[config.mk]
export PLATFORM = sky130hd
export DESIGN_NAME = mem_initiator
export DESIGN_NICKNAME = d
export VERILOG_FILES = /design/src/rtl/mem_initiator.sv
export SDC_FILE = /design/constraint.sdc
export NUM_CORES = 1
export LEC_CHECK = 0
export CORE_MARGIN = 2
export CORE_UTILIZATION = 40
export DETAILED_ROUTE_END_ITERATION = 10
export HOLD_SLACK_MARGIN = 0.08
export PLACE_DENSITY = 0.8
export SYNTH_ARGS = -nofsm -noshare
export SYNTH_HDL_FRONTEND = slang
export SYNTH_SLANG_ARGS = --single-unit
export TNS_END_PERCENT = 1
[constraint.sdc]
create_clock -name clk -period 2.9 [get_ports clk]
set_input_delay 0.58 -clock clk [delete_from_list [all_inputs] [get_ports clk]]
set_output_delay 0.58 -clock clk [all_outputs]
set_load 0.005 [all_outputs]
[src/rtl/mem_initiator.sv]
// -----------------------------------------------------------------------------
// mem_initiator
//
// Single-outstanding initiator for the peripheral memory bus. It takes one
// read or write command at a time, drives it onto the mem_valid/mem_ready bus,
// and returns the read data and status on a response port.
//
// Handshake semantics (command and response ports alike): a transfer happens
// at a rising edge where valid && ready are both high. A producer holds valid
// and its payload stable until that edge. ready may depend on state only,
// never combinationally on the partner's valid.
//
// Ports
//   clk, resetn          clock (rising edge) and asynchronous active-low reset
//   cmd_valid/cmd_ready  command handshake; cmd_we, cmd_addr, cmd_wdata payload
//   rsp_valid/rsp_ready  response handshake; rsp_rdata, rsp_err payload
//   busy                 high whenever the FSM is not in IDLE
//   mem_valid/mem_ready  bus request / registered responder acknowledge
//   mem_addr, mem_wdata  bus address and write data (hold last value)
//   mem_we               bus write strobe, only high in REQ for a write
//   mem_rdata            responder read data, meaningful while mem_valid
//   dbg_state            current FSM state (0 IDLE, 1 REQ, 2 RSP, 3 GAP)
// -----------------------------------------------------------------------------
module mem_initiator #(
  parameter int unsigned TIMEOUT = 16
) (
  input  logic        clk,
  input  logic        resetn,
  input  logic        cmd_valid,
  output logic        cmd_ready,
  input  logic        cmd_we,
  input  logic [31:0] cmd_addr,
  input  logic [31:0] cmd_wdata,
  output logic        rsp_valid,
  input  logic        rsp_ready,
  output logic [31:0] rsp_rdata,
  output logic        rsp_err,
  output logic        busy,
  output logic        mem_valid,
  input  logic        mem_ready,
  output logic [31:0] mem_addr,
  output logic [31:0] mem_wdata,
  output logic        mem_we,
  input  logic [31:0] mem_rdata,
  output logic [1:0]  dbg_state
);

  localparam int CW = $clog2(TIMEOUT + 1);
  localparam logic [CW-1:0] CNT_MAX = CW'(TIMEOUT);

  typedef enum logic [1:0] {
    S_IDLE = 2'd0,
    S_REQ  = 2'd1,
    S_RSP  = 2'd2,
    S_GAP  = 2'd3
  } state_t;

  state_t        state, state_nxt;
  logic [CW-1:0] cnt, cnt_nxt, cnt_inc;
  logic          we_q;
  logic          cmd_fire;
  logic          req_ok;
  logic          req_tmo;

  // Saturating increment: the counter never wraps back below TIMEOUT.
  assign cnt_inc = (cnt == CNT_MAX) ? cnt : cnt + 1'b1;

  assign cmd_fire = (state == S_IDLE) && cmd_valid;
  // A responder acknowledge wins over a timeout landing on the same edge.
  assign req_ok   = (state == S_REQ) && mem_ready;
  assign req_tmo  = (state == S_REQ) && !mem_ready && (cnt_inc == CNT_MAX);

  // ---------------------------------------------------------------------------
  // FSM state register
  // ---------------------------------------------------------------------------
  always_ff @(posedge clk or negedge resetn) begin
    if (!resetn) begin
      state <= S_IDLE;
      cnt   <= '0;
    end else begin
      state <= state_nxt;
      cnt   <= cnt_nxt;
    end
  end

  // ---------------------------------------------------------------------------
  // FSM next state
  // ---------------------------------------------------------------------------
  always_comb begin
    state_nxt = state;
    cnt_nxt   = cnt;
    unique case (state)
      S_IDLE: begin
        if (cmd_valid) begin
          state_nxt = S_REQ;
          cnt_nxt   = '0;
        end
      end
      S_REQ: begin
        if (mem_ready) begin
          state_nxt = S_RSP;
        end else begin
          cnt_nxt = cnt_inc;
          if (cnt_inc == CNT_MAX) state_nxt = S_RSP;
        end
      end
      S_RSP: begin
        if (rsp_ready) state_nxt = S_GAP;
      end
      // GAP exists so that the responder's registered ready, which lingers
      // one cycle after mem_valid falls, cannot complete the next request.
      S_GAP: state_nxt = S_IDLE;
      default: state_nxt = S_IDLE;
    endcase
  end

  // ---------------------------------------------------------------------------
  // Outputs decoded from state; reset forces them asynchronously via state.
  // ---------------------------------------------------------------------------
  always_comb begin
    cmd_ready = (state == S_IDLE);
    busy      = (state != S_IDLE);
    mem_valid = (state == S_REQ);
    mem_we    = (state == S_REQ) && we_q;
    rsp_valid = (state == S_RSP);
    dbg_state = state;
  end

  // ---------------------------------------------------------------------------
  // Datapath: command latch and response capture
  // ---------------------------------------------------------------------------
  always_ff @(posedge clk or negedge resetn) begin
    if (!resetn) begin
      mem_addr  <= '0;
      mem_wdata <= '0;
      we_q      <= 1'b0;
      rsp_rdata <= '0;
      rsp_err   <= 1'b0;
    end else begin
      if (cmd_fire) begin
        mem_addr  <= cmd_addr;
        mem_wdata <= cmd_wdata;
        we_q      <= cmd_we;
      end
      if (req_ok) begin
        rsp_rdata <= we_q ? 32'd0 : mem_rdata;
        rsp_err   <= 1'b0;
      end else if (req_tmo) begin
        rsp_rdata <= 32'd0;
        rsp_err   <= 1'b1;
      end
    end
  end

endmodule
==> run_results.csv <==
group,metric,value,unit
placement,gp_congestion,0.817,
synthesis,syn_inst,280,
clocking,clock_latency,0.35,ns
power_and_ir_drop,internal_power,0.00458,W
power_and_ir_drop,vdd_drop_max,0.000492,V
synthesis,avgSynthCellArea,14.9,um2
worst_setup_path,crit_path_start_kind,"register",
worst_setup_path,crit_type,"reg -> out",
finish,nets,590,
status,outcome,"complete, no violations",
timing,post-route-period-util,89.1,%
power_and_ir_drop,power,0.00647,W
finish,n_antenna_cell,0,
finish,drive_gt1_share,19.7,%
power_and_ir_drop,switching_share,29.2,%
die,io_pins,206,
die,die-area,11300,um2
synthesis,synth_area,4170,um2
clocking,cts_sinks,105,
timing,finClkSkew,0.0138,ns
hold_path,min_path_type,"in -> async",
grt,grt_pass1_wl,16800,um
synthesis,yosysWarnings,0,
timing,final_max_slew_viol_count,0,
route,route.detailed.drc,0,
power_and_ir_drop,leakagePower,2.77,nW
power_and_ir_drop,power_switching,0.00189,W
timing,setup_violations,0,
grt,grt_use_total,18.9,%
timing,finalHoldViolCount,0,
timing,max_freq,0.387,GHz
route,vias,3093,
die,core-area,10200,um2
synthesis,synth_top_area_share,63.0,%
synthesis,ys_ff_latch,105,
finish,utilization,63.8,%
route,viasPerCell,4.96,
finish,final_common_cell,"clkdlybuf4s50_1",
die,die_w,106,um
power_and_ir_drop,clockPowerShare,13.0,%
clocking,ctsHoldBuffers,0,
finish,fill_cells,788,
clocking,htreeDepth,3,
power_and_ir_drop,p_per_area,990,nW/um2
route,ant_nets,0,
clocking,cts_buffer_depth,2,
worst_setup_path,crit_fanout,11,
placement,dpl.hpwl,7710,um
clocking,post_cts_buffers,0,
timing,period_minus_slack,2.58,ns
timing,relSlewSlack,47.5,%
clocking,cts_tree,"built",
die,die_y,106,um
route,drt_wl_total,10500,um
timing,worst_pin_slew,0.785,ns
grt,grt_pass1_vias,3360,
flow_run,drv_cap,0,
clocking,cts_resized,0,
timing,finalSetupTns,0,ns
synthesis,synth_fp_nets,387,
clocking,cts_root_buf,"clkbuf_8",
finish,syn_to_final_growth,56.7,%
grt,overflow,0,
synthesis,synthTopCellsByArea,"dfrtp_1 63%, mux2_2 18%, a22o_1 6.5%",
synthesis,synth_top_area_cell,"dfrtp_1",
timing,rsz0062_at_grt,"false",
grt,grt_max_degree,63,
synthesis,synth_cell_type_count,34,
power_and_ir_drop,p_seq_share,40.0,%
worst_setup_path,endpoint_kind,"output port",
finish,final_cell_mix,"204 x clkdlybuf4s50_1, 105 x dfrtp_1, 66 x mux2_2",
route,avgRoutedWirePerCell,16.8,um
synthesis,synth_seq_area_share,63.0,%
die,start_util,40.7,%
placement,portBuffers,205,
clocking,cts_buffers,9,
grt,antenna_found_initial,0,
worst_setup_path,cp.required,2.32,ns
worst_setup_path,crit_arrival,2.00,ns
clocking,path_clk_slew,0.11,ns
die,rows,37,
route,firstDrtPassIters,4,
power_and_ir_drop,p_comb_share,47.0,%
route,drtIter0Drc,125,
==> sequential cells by signal, indices dropped and copies added, names as in the netlist <==
name	flops
cnt	5
dbg_state	2
mem_addr	32
mem_wdata	32
rsp_err	1
rsp_rdata	32
we_q	1
==> per-layer routing <==
| layer | routed length, um | vias up | global-route usage (%) |
|---|---|---|---|
| li1 | - | 1420 | - |
| met1 | 4330 | 1513 | 23.8 |
| met2 | 5120 | 146 | 31.3 |
| met3 | 860 | 14 | 5.76 |
| met4 | 187 | 0 | 6.30 |
| met5 | 0 | - | 0 |
==> power by group through the flow <==
stage | Sequential, W | Clock (W) | Combinational [W]
after floorplan | 0.00262 | 0 | 0.00113
after global placement | 0.00258 | 0 | 0.00299
after detailed placement | 0.00262 | 0 | 0.00306
after CTS | 0.00259 | 0.000870 | 0.00309
after global routing | 0.00268 | 0.000939 | 0.00327
final | 0.00259 | 0.000840 | 0.00304
==> synth_stat cells <==
| master | count |
|---|---|
| a21oi_1 | 3 |
| o32a_1 | 1 |
| and2_1 | 1 |
| a2111oi_4 | 1 |
| nand4_1 | 2 |
| mux2_1 | 1 |
| mux2_2 | 66 |
| mux2i_1 | 1 |
| o21ai_4 | 1 |
| nand2b_1 | 2 |
| xnor2_1 | 1 |
| a22oi_1 | 2 |
| ha_1 | 5 |
| a22o_2 | 2 |
| and4bb_2 | 1 |
| o31ai_1 | 1 |
| o311a_2 | 1 |
| and3b_1 | 1 |
| nor3_1 | 2 |
| a22o_1 | 31 |
| nand3_1 | 1 |
| and2b_2 | 1 |
| and4b_2 | 1 |
| a31oi_1 | 1 |
| buf_2 | 3 |
| inv_1 | 6 |
| clkbuf_1 | 10 |
| or3_4 | 1 |
| a2bb2oi_1 | 1 |
| buf_6 | 3 |
| nand2_1 | 6 |
| nor2_1 | 8 |
| dfrtp_1 | 105 |
| o21ai_0 | 7 |
==> worst paths after layout <==
path | startpoint | to | slack, ns | cells after the start
worst max-delay path | dbg_state[1] | mem_we | 0.32 | 4
max in group asynchronous | resetn | mem_addr[31] | 1.94 | 2
worst max register to register | cnt[0] | rsp_rdata[2] | 0.40 | 7
min in group clk | rsp_rdata[13] | rsp_rdata[13] | 0.51 | 1
worst min-delay path | resetn | rsp_rdata[10] | 0.22 | 1
worst min register to register | rsp_rdata[13] | rsp_rdata[13] | 0.51 | 1
==> layout make-up <==
| cell class | instances | area [um2] | area share [%] |
|---|---|---|---|
| Multi-Input combinational cell | 153 | 1440 | 22.0 |
| Timing Repair Buffer | 208 | 2100 | 32.1 |
| Tap cell | 136 | 170 | 2.60 |
| Clock buffer | 10 | 128 | 1.95 |
| Clock inverter | 6 | 51.3 | 0.785 |
| Inverter | 6 | 22.5 | 0.345 |
| Sequential cell | 105 | 2630 | 40.2 |
==> kinds of logic after synthesis <==
kind of cell	count (synthesis)	synth area share [%]
multiplexers	68	18.3
AND/OR/NAND/NOR	27	3.63
flip-flops	105	63.0
adder cells (fa/ha/maj)	5	1.50
XOR/XNOR	1	0.210
buffers and inverters	22	2.61
AO/OA/AOI/OAI	52	10.7
==> critical path, cell delays in order, from the launching register on <==
cell and delay [ns]:
dfrtp_1 0.43, inv_1 0.10, ha_1 0.41, and2_1 0.19
clkdlybuf4s50_1 0.52
==> per-stage QoR <==
stage / setup slack (ns) / std cells / area (um2) / hold slack (ns)
2_1_floorplan: 0.654 / 280 / 4170 / 0.284
3_3_place_gp: 0.545 / 608 / 6350 / 0.481
3_5_place_dp: 0.463 / 608 / 6350 / 0.481
4_1_cts: 0.292 / 624 / 6530 / 0.227
5_1_grt: 0.189 / 624 / 6530 / 0.251
6_report: 0.316 / 624 / 6530 / 0.217
Note: power is estimated with default switching activity, not from simulation.
